--- config.mk ---
export PLATFORM = sky130hd
export DESIGN_NAME = config_readback_tx
export DESIGN_NICKNAME = d
export VERILOG_FILES = /design/src/rtl/config_readback_tx.sv
export SDC_FILE = /design/constraint.sdc
export NUM_CORES = 1
export LEC_CHECK = 0
export CORE_UTILIZATION = 40
export CTS_CLUSTER_DIAMETER = 120
export DETAILED_ROUTE_END_ITERATION = 12
export PLACE_DENSITY = 0.72
export SLEW_MARGIN = 20
export SYNTH_ARGS = -nofsm -noshare
export SYNTH_HDL_FRONTEND = slang
export SYNTH_SLANG_ARGS = --single-unit
--- constraint.sdc ---
create_clock -name clk_i -period 1.9 [get_ports clk_i]
set_input_delay 0.475 -clock clk_i [delete_from_list [all_inputs] [get_ports clk_i]]
set_output_delay 0.475 -clock clk_i [all_outputs]
set_load 0.005 [all_outputs]
--- src/rtl/config_readback_tx.sv ---
// Word-to-byte transmitter for the USB CDC IN path.
// 32-bit readback/status words are buffered in a small word FIFO. Each word is
// sent as 4 bytes on an 8-bit valid/ready stream. A header byte goes out before
// the first word of every frame of FRAME_WORDS words so the host can resync.
//
// Ports:
//   clk_i         system clock
//   reset_i       asynchronous active-high reset
//   word_data_i   word to transmit
//   word_valid_i  word_data_i is valid
//   word_ready_o  FIFO can accept a word (not full)
//   in_data_o     byte to the CDC IN stream
//   in_valid_o    in_data_o is valid
//   in_ready_i    CDC accepts the byte
//   flush_i       close the current partial frame (only while idle and empty)
//   frame_done_o  one-cycle pulse when a frame ends (last byte accepted or flush)
//   busy_o        FIFO non-empty or byte machine not idle
module config_readback_tx #(
  parameter int unsigned FIFO_DEPTH  = 4,
  parameter int unsigned FRAME_WORDS = 16,
  parameter logic [7:0]  HEADER_BYTE = 8'hA5,
  parameter bit          MSB_FIRST   = 1'b1
) (
  input  logic        clk_i,
  input  logic        reset_i,
  input  logic [31:0] word_data_i,
  input  logic        word_valid_i,
  output logic        word_ready_o,
  output logic [7:0]  in_data_o,
  output logic        in_valid_o,
  input  logic        in_ready_i,
  input  logic        flush_i,
  output logic        frame_done_o,
  output logic        busy_o
);

  localparam int unsigned PtrW = (FIFO_DEPTH > 1) ? $clog2(FIFO_DEPTH) : 1;
  localparam int unsigned CntW = PtrW + 1;
  localparam logic [CntW-1:0] FullCnt  = CntW'(FIFO_DEPTH);
  localparam logic [CntW-1:0] OneCnt   = CntW'(1);
  localparam logic [7:0]      LastWord = 8'(FRAME_WORDS - 1);

  typedef enum logic [1:0] {StIdle, StHeader, StByte} state_e;

  state_e          state_q, state_d;
  logic [31:0]     mem_q [FIFO_DEPTH];
  logic [PtrW-1:0] wr_ptr_q, rd_ptr_q;
  logic [CntW-1:0] count_q;
  logic [1:0]      byte_idx_q, byte_idx_d;
  logic [7:0]      wif_q, wif_d;

  logic        fifo_empty, fifo_full;
  logic        push, pop, frame_wrap, flush_ok;
  logic [31:0] head_word;
  logic [1:0]  byte_sel;

  assign fifo_empty = (count_q == '0);
  assign fifo_full  = (count_q == FullCnt);
  assign push       = word_valid_i && !fifo_full;
  // Last byte of the head word leaves; the word is retired from the FIFO.
  assign pop        = (state_q == StByte) && in_ready_i && (byte_idx_q == 2'd3);
  assign frame_wrap = (wif_q == LastWord);
  assign flush_ok   = flush_i && (state_q == StIdle) && fifo_empty && (wif_q != '0);

  assign head_word = mem_q[rd_ptr_q];
  assign byte_sel  = MSB_FIRST ? (2'd3 - byte_idx_q) : byte_idx_q;

  // Word storage carries no reset; validity is tracked by count_q.
  always_ff @(posedge clk_i) begin
    if (push) begin
      mem_q[wr_ptr_q] <= word_data_i;
    end
  end

  always_ff @(posedge clk_i or posedge reset_i) begin
    if (reset_i) begin
      wr_ptr_q <= '0;
      rd_ptr_q <= '0;
      count_q  <= '0;
    end else begin
      if (push) wr_ptr_q <= wr_ptr_q + 1'b1;
      if (pop)  rd_ptr_q <= rd_ptr_q + 1'b1;
      if (push && !pop) begin
        count_q <= count_q + 1'b1;
      end else if (!push && pop) begin
        count_q <= count_q - 1'b1;
      end
    end
  end

  // FSM state register.
  always_ff @(posedge clk_i or posedge reset_i) begin
    if (reset_i) begin
      state_q    <= StIdle;
      byte_idx_q <= '0;
      wif_q      <= '0;
    end else begin
      state_q    <= state_d;
      byte_idx_q <= byte_idx_d;
      wif_q      <= wif_d;
    end
  end

  // FSM next state.
  always_comb begin
    state_d    = state_q;
    byte_idx_d = byte_idx_q;
    wif_d      = wif_q;
    unique case (state_q)
      StIdle: begin
        if (!fifo_empty) begin
          state_d    = (wif_q == '0) ? StHeader : StByte;
          byte_idx_d = '0;
        end else if (flush_ok) begin
          wif_d = '0;
        end
      end
      StHeader: begin
        if (in_ready_i) begin
          state_d    = StByte;
          byte_idx_d = '0;
        end
      end
      StByte: begin
        if (in_ready_i) begin
          if (byte_idx_q != 2'd3) begin
            byte_idx_d = byte_idx_q + 2'd1;
          end else begin
            byte_idx_d = '0;
            wif_d      = frame_wrap ? 8'd0 : wif_q + 8'd1;
            // Decide on the pre-pop count so back-to-back words have no bubble.
            if (count_q > OneCnt) begin
              state_d = frame_wrap ? StHeader : StByte;
            end else begin
              state_d = StIdle;
            end
          end
        end
      end
      default: state_d = StIdle;
    endcase
  end

  // FSM outputs: valid/data decode from registered state only.
  always_comb begin
    in_valid_o = 1'b0;
    in_data_o  = 8'h00;
    unique case (state_q)
      StHeader: begin
        in_valid_o = 1'b1;
        in_data_o  = HEADER_BYTE;
      end
      StByte: begin
        in_valid_o = 1'b1;
        in_data_o  = head_word[{byte_sel, 3'b000} +: 8];
      end
      default: begin
        in_valid_o = 1'b0;
        in_data_o  = 8'h00;
      end
    endcase
  end

  assign word_ready_o = !fifo_full;
  assign frame_done_o = (pop && frame_wrap) || flush_ok;
  assign busy_o       = !fifo_empty || (state_q != StIdle);

endmodule
### Yosys cells after proc, flatten, opt, wreduce, memory -nomap -nowiden

Memory sizes are Yosys's and may differ from the RTL's.
Index checks and enable logic that the tools add are counted.
W data, S select, Z words.

* register bits after elaboration: 19
* memory bits (writable): 128
* input port bits: 37
* output and inout port bits: 12
* word-level logic and storage cells: 80
* memories kept: 1

* add/subtract/negate cells: 7
* $lt $le $gt $ge: 1
* equal/unequal tests: 12
* shift operators: 1
* mux-type cells: 25
* reduce and logical (&&, ||, !) cells: 27

Memories
* mem_q: words 4, width 32, read ports 1, clocked after Yosys merged registers in 0, wr ports 1, RTL line 46 `logic [31:0] mem_q [FIFO_DEPTH];`

Operators by type and width (number)
* $mux W8: 5
* $pmux W8 S2: 2
* $shiftx A32 B6 Y8: 1
* $mux W2: 11
* $ne A2 B2 Y1 const B: 7
* $pmux W2 S3: 2
* $logic_and A1 B1 Y1: 9
* $add A8 B1 Y8 const B: 1
* $eq A8 B4 Y1 const B: 1
* $logic_not A8 Y1: 1
* $reduce_and A4 Y1: 2
* $reduce_bool A8 Y1: 1
* $add A2 B1 Y2 const B: 3
* $mux W3: 2
* $reduce_bool A2 Y1: 3
* $reduce_and A5 Y1: 1
* $eq A2 B2 Y1 const B: 2
* $logic_not A1 Y1: 4
* $add A3 B1 Y3 const B: 1
* $eq A3 B3 Y1 const B: 1
* $gt A3 B1 Y1 const B: 1
* $logic_not A3 Y1: 1
* $mux W1: 3
* $reduce_bool A3 Y1: 1
* 6 further kinds: 7

### Logic depth before layout (Yosys ltp)

Gate-level depths: netlist of the first run.

* word-level depth: 7
* gate-level depth with buffers: 8
* mapped depth without buffers: 8

### Least setup slack after synthesis of the first run

Ideal clock, no wire load.

* path type: reg-to-reg
* from: reg count_q[0]
* to: mem mem_q[1][0] (enable)
* setup time: 392 ps
* arrival: 1667 ps
* data required time: 1508 ps
* path slack: -159 ps
* stages on the path, launching flop included: 5
* buffers on the path: 0
* period minus slack after synthesis: 2059 ps
* cells stage by stage: dfrtp_1 inv_1 ha_1 nand2_1 and3_1

* cells in the longest elaborated chain, start to end: 5

Ends and longest elaborated chain
* start, declared: RTL line 48 `logic [CntW-1:0] count_q;`
* start signal, assigned: RTL line 84 `count_q <= count_q + 1'b1;`
* start signal, assigned: RTL line 86 `count_q <= count_q - 1'b1;`
* $eq A3 B3 Y1: RTL line 58 `assign fifo_full = (count_q == FullCnt);`
* $logic_not A1 Y1
* net word_ready_o: RTL line 28 `output logic word_ready_o,`
* $logic_and A1 B1 Y1: RTL line 59 `assign push = word_valid_i && !fifo_full;`
* $mux W1: RTL line 70 `if (push) begin`
* $mux W1 (not written as such): RTL line 71 `mem_q[wr_ptr_q] <= word_data_i;`
* end, declared: RTL line 46

The timed path passes the listed nets, and every way through them passes these cells.

### Worst setup path after layout of the first run

* from: reg rd_ptr_q[0]
* to: out in_data_o[0]

* cells in the longest elaborated chain, start to end: 3

Ends and longest elaborated chain
* start, declared: RTL line 47 `logic [PtrW-1:0] wr_ptr_q, rd_ptr_q;`
* start signal, assigned: RTL line 82 `if (pop) rd_ptr_q <= rd_ptr_q + 1'b1;`
* $mem_v2 Z4 W32
* $shiftx A32 B6 Y8: RTL line 155 `in_data_o = head_word[{byte_sel, 3'b000} +: 8];`
* $pmux W8 S2: RTL line 148 `unique case (state_q)`
* end, declared: RTL line 29 `output logic [7:0] in_data_o,`

Every way passes these cells.

==> results of run 1 <==
## metrics by stage
stage          setup TNS (ns)  cell area (sq um)
6_report               -6.392               8937
2_1_floorplan        -0.01209               6232
5_1_grt                -7.560               8937
3_5_place_dp           -7.179               7577
4_1_cts                -6.280               8726
3_3_place_gp           -6.813               7577
## power by group through the flow
| stage | sequential, mW | clock [mW] | combinational (mW) |
|---|---|---|---|
| floorplan | 4.51 | 0 | 2.22 |
| global placement | 4.51 | 0 | 4.04 |
| detailed placement | 4.55 | 0 | 4.16 |
| CTS | 4.51 | 3.20 | 5.32 |
| global route | 4.57 | 3.33 | 6.18 |
| finish | 4.51 | 3.14 | 5.79 |
## state kept, by name, summed over array words and instances (netlist names)
register	cells
mem_q	128
rd_ptr_q	2
count_q	3
state_q	2
wr_ptr_q	2
byte_idx_q	2
wif_q	8
## routing by layer
layer	share of wire (%)	GRT usage, %	up-vias
li1	-	-	1790
met1	42	23.77	2051
met2	52	31.30	105
met3	4.0	4.513	17
met4	1.3	6.662	0
met5	0	0	-
## placed cells by master, fill, tap and decap left out, types with 10 or more instances in the layout
cell	instances
buf_2	12
mux4_2	28
edfxtp_1	128
mux2i_1	14
clkdlybuf4s50_1	36
buf_12	19
dfrtp_1	18
clkbuf_16	17
ha_1	10
buf_4	84
nand2_1	13
buf_6	19
## worst paths after layout
check	start	end	slack [ns]
setup / recovery	rd_ptr_q[0]	in_data_o[0]	-0.72
max in group asynchronous	reset_i	rd_ptr_q[0]	1.25
hold reg to reg	count_q[2]	count_q[2]	0.58
min in group clk_i	count_q[2]	count_q[2]	0.58
setup reg to reg	state_q[0]	wif_q[7]	-0.12
hold / removal	reset_i	wif_q[7]	0.40
## synthesized netlist by cell type (2+ instances only)
cell	instances	area share, %
edfxtp_1	128	62
mux4_2	28	10
mux2i_1	20	3.2
dfrtp_1	19	7.7
o21ai_0	18	1.4
ha_1	16	3.2
inv_1	16	0.97
nand2_1	14	0.85
nor2_1	9	0.54
and3_1	8	0.81
clkbuf_1	6	0.36
nand3_1	5	0.40
o22ai_1	5	0.50
o31ai_1	5	0.60
a31oi_1	4	0.40
o211ai_1	4	0.48
xnor2_1	4	0.56
a21oi_1	3	0.24
a22oi_1	3	0.36
buf_6	3	0.54
or3_1	3	0.30
a21o_2	2	0.28
and2b_1	2	0.24
buf_4	2	0.24
nand4_1	2	0.20
o41ai_1	2	0.28
or2_2	2	0.20
xor2_1	2	0.28
## what timing repair did
item,4_1_cts,5_1_grt
setup buffers,40,12
cloned,1,0
setup endpoints to repair,21,22
pin swaps,21,25
gates resized for setup,106,47
## final cells by class
type	instances	area, sq um	share of cell area (%)
Inverter	16	68.82	0.7700
Clock buffer	18	429.2	4.802
Tap cell	188	235.2	2.632
Multi-Input combinational cell	181	2093	23.42
Clock inverter	14	130.1	1.456
Sequential cell	147	4320	48.34
Timing Repair Buffer	171	1660	18.58
## cell families after synthesis
logic type / Yosys count
XOR/XNOR: 6
AO/OA/AOI/OAI: 56
AND/OR/NAND/NOR: 55
flip-flops: 147
buffers and inverters: 29
multiplexers: 48
adder cells (fa/ha/maj): 16
## worst max-delay path, cell delays in order (launching register included)
cell      delay (ns)
dfrtp_2         0.46
buf_12          0.14
buf_4           0.10
mux4_2          0.51
mux2i_4         0.19
o211ai_1        0.16
buf_2           0.16
==> metrics, run 1 <==
Slew Viols, Final=0; fin worst setup slack=-0.7186 ns; largest family of logic cells by synthesized area=multiplexers; gr usage total=between 10% and 20%; Vias/cell=5.392; Initial Utilization=40.88%; kind of critical path=reg -> out; status=finished with violations; Max-slew headroom=80.67%; Pint=approximately 9.3 mW; DR vias=about 4000; Post-Syn Area=~0.0062 sq mm; Main synth FF type=edfxtp_1; Die Y=126.6 microns; Warnings, synthesis=0; Worst-Margin Slew=between 0.2 and 0.3 ns; largest net degree at the start of global routing=21; fill cell count=between 1000 and 1500; critical path launch point type=register; failing checks=negative setup slack; leakage power=between 3 and 4 nW; Finish-stage setup viols=18; peak supply drop=between 0.9 and 1 mV; worst hold margin=~0.40 ns; hold_buf cts=0; First-pass DRT Iterations=4; Hold Path Class=in -> async; Seq pwr share=about a third; WL per Instance=slightly below 20 microns; antenna violations before repair=0; unrepaired setup endpoints after global routing=yes; multiplexer share of the synthesized area=a little over an eighth; Post-synth EDFFs=about 130; switching pwr=between 4 and 5 mW; Worst R2R Path Depth=11; # port buffers=48; TritonCTS clock tree=done; Post-Synthesis Net Count=410; final hold vios=0; Clock power frac=roughly a quarter; max-cap viol count=0; PD cells=around 1500 mW/mm^2; Worst EP arrival=between 2 and 2.5 ns; sequential share of the synthesized area=between 60% and 70%; Fmax=between 300 and 400 MHz; #FFs+latches synth=roughly 150; post-synthesis adder-cell area fraction=under 10%; Die Span X=approximately 130 microns; Max clock buf depth=2; crit share post-route=137.8%; # nets final=587; CP Max Fanout=5; clk root buf=clkbuf_16; clk slew on worst S/H paths=0.06 ns; H-tree levels=4; later-pin clock latency in the skew report=0.43 ns; die area=~0.016 sq mm; Cells after Synth=~360; fraction of final layout cells sized beyond drive strength 1=a little under half; Ports=49; DR iter-0 viols=210; clock skew=0.01580 ns; core area=~0.015 sq mm; post-route ant nets=0; final cell utilization of the core=58.79%; placed insts=656; first-pass GRT wire length=between 20000 and 25000 microns; Non-Filler Instances=around 740; HPWL after DPL=between 8000 and 9000 microns; final total power=13.43 mW; Sw Share=30.88%; Yosys cell types=50; synthesized area per cell=about 17 sq um; Sink Count=147; # diodes=0; Tmin final=~2.6 ns; Site Rows=45; GPL Wtd Cong=about 0.88; simple-gate share of the synthesized area=4.812%; Post-Place Worst Slack=-0.6237 ns; WL final=between 10000 and 15000 microns; cts bufs inserted=17; xor-xnor portion of the synthesized cell area=0.8456%; Compound-Gate Fraction of Synth Area=6.000%; DRC Markers=0; synth-to-layout area growth=43.81%; share of total power in combinational logic=a little over two fifths; asr flop ratio synth=between 10% and 20%; Worst Path Required=between 1 and 1.5 ns; grt ovf=0; vias in the first global route=4112; critical path capture point type=primary output
(Power assumes the default switching activity.)
==> run 2, diff against run 1 <==
- PLACE_DENSITY: 0.72 -> not set
==> metrics, run 2 (synthesis gave the netlist of run 1 again) <==
WL final=~14000 microns; worst hold margin=approximately 0.4 ns; H-tree levels=4; Biggest register=mem_q; TNS Setup=-5.281 ns; Initial Utilization=just over 40%; core area=between 0.015 and 0.02 sq mm; max-cap viol count=0; fraction of final layout cells sized beyond drive strength 1=about two fifths; final hold vios=0; Worst Path Required=~1.4 ns; DRC Markers=0; failing checks=negative setup slack; Fmax=just under 400 MHz; synth-to-layout area growth=39.04%; CP Max Fanout=8; Slew Viols, Final=0; R2R Setup Slk=~0.05 ns; Largest regs=mem_q x128, wif_q x8, count_q x3; Pint=approximately 9.0 mW; first-pass GRT wire length=21050 microns; Post-Place Worst Slack=-0.5906 ns; met2 global-route usage=29.02%; First-pass DRT Iterations=4; die area=~0.016 sq mm; share of total power in combinational logic=between 30% and 40%; Max clock buf depth=2; Non-Filler Instances=713; # nets final=approximately 570; kind of critical path=reg -> out; clk slew on worst S/H paths=roughly 0.060 ns; status=finished with violations; most common cell after layout, fill and taps aside=edfxtp_1; post-route ant nets=0; # port buffers=48; DR iter-0 viols=160; Max-slew headroom=between 70% and 80%; crit share post-route=133.8%; Hold Path Class=in -> async; Tmin final=~2.5 ns; final cell utilization of the core=56.84%; Sink Count=about 150; # diodes=0; most frequent cells in the layout=edfxtp_1 (128), buf_4 (68), clkdlybuf4s50_1 (36); Die Y=126.6 microns; Finish-stage setup viols=10; HPWL after DPL=8628 microns; peak supply drop=about 0.74 mV; GPL Wtd Cong=approximately 0.83; grt ovf=0; Die Span X=126.6 microns; Seq pwr share=34.6%; leakage power=3.222 nW; vias in the first global route=between 3000 and 4000; largest net degree at the start of global routing=23; antenna violations before repair=0; Site Rows=45; met1 global-route usage=23.19%; later-pin clock latency in the skew report=~0.42 ns; Clock power frac=approximately a quarter; Sw Share=between 30% and 40%; gr usage total=approximately 18%; Ports=49; critical path capture point type=primary output; cts bufs inserted=17; Worst-Margin Slew=0.4058 ns; clk root buf=clkbuf_16; WL per Instance=about 19 microns; PD cells=roughly 1500 mW/mm^2; TritonCTS clock tree=done; Worst EP arrival=a little over 2 ns; Vias/cell=around 5.2; switching pwr=3.946 mW; placed insts=649; fin worst setup slack=-0.6416 ns; met3 Use GR=around 3.9%; unrepaired setup endpoints after global routing=yes; critical path launch point type=register; Largest register FFs=~130; DR vias=around 3700; busiest grt layer=met2; clock skew=roughly 0.0089 ns
-- run 2: cell count changes in the layout (fill, tap and decap cells not counted), moves of 3 or more --
cell / before / now
buf_12: 19 / 11
mux2i_4: 3 / 0
mux2i_1: 14 / 17
buf_4: 84 / 68
o21ai_1: 8 / 12
clkinvlp_4: 3 / 0
-- run 2: power by group through the flow --
stage | clock, mW | combinational [mW] | sequential [mW]
after floorplan | 0 | 2.22 | 4.51
after global routing | 3.53 | 5.50 | 4.55
final | 3.36 | 5.13 | 4.49
after CTS | 3.40 | 4.79 | 4.50
after detailed placement | 0 | 4.01 | 4.53
after global placement | 0 | 3.94 | 4.51
-- run 2: final cells by class --
class                   instances  area [sq um]
clock buffers                  17         425.4
clock inverters                15         170.2
fillers                      1162          6561
inverters                      16         60.06
multi-input cells             181          2017
flip-flops and latches        147          4320
well taps                     188         235.2
repair buffers                149          1413
-- run 2: layer usage --
metal | part of all wire (%) | routed length (microns)
met5 | 0 | 0
met4 | 0.75 | 101
met3 | 3.5 | 480
met2 | 51 | 6880
met1 | 45 | 6072
-- run 2: final timing paths --
kind                             start           end  cells after the start
setup / recovery           rd_ptr_q[0]  in_data_o[5]                      7
hold / removal                 reset_i    count_q[1]                      3
setup reg to reg            state_q[1]      wif_q[7]                      9
hold reg to reg            rd_ptr_q[1]   rd_ptr_q[1]                      1
max in group asynchronous      reset_i   rd_ptr_q[0]                      3
min in group clk_i         rd_ptr_q[1]   rd_ptr_q[1]                      1
-- run 2: worst max-delay path: stages (launching register included) --
cell and delay (ns):
dfrtp_2 0.39, buf_12 0.14, buf_12 0.14, buf_6 0.10
mux4_2 0.48, mux2i_1 0.16, o21ai_1 0.09, buf_2 0.14
-- run 2: timing repair --
action                     in CTS  in global routing
pin swaps                      14                 17
resized for setup             100                 33
hold buffers                    0                  0
setup endpoints to repair      23                 22
gates cloned                    2                  1
buffers inserted               21                 10
-- run 2: metrics by stage --
stage,total power [mW],instance area [sq um]
after global placement,8.451,7475
after floorplan,6.738,6232
after global routing,13.58,8641
after detailed placement,8.541,7475
after CTS,12.68,8474
final,12.98,8641
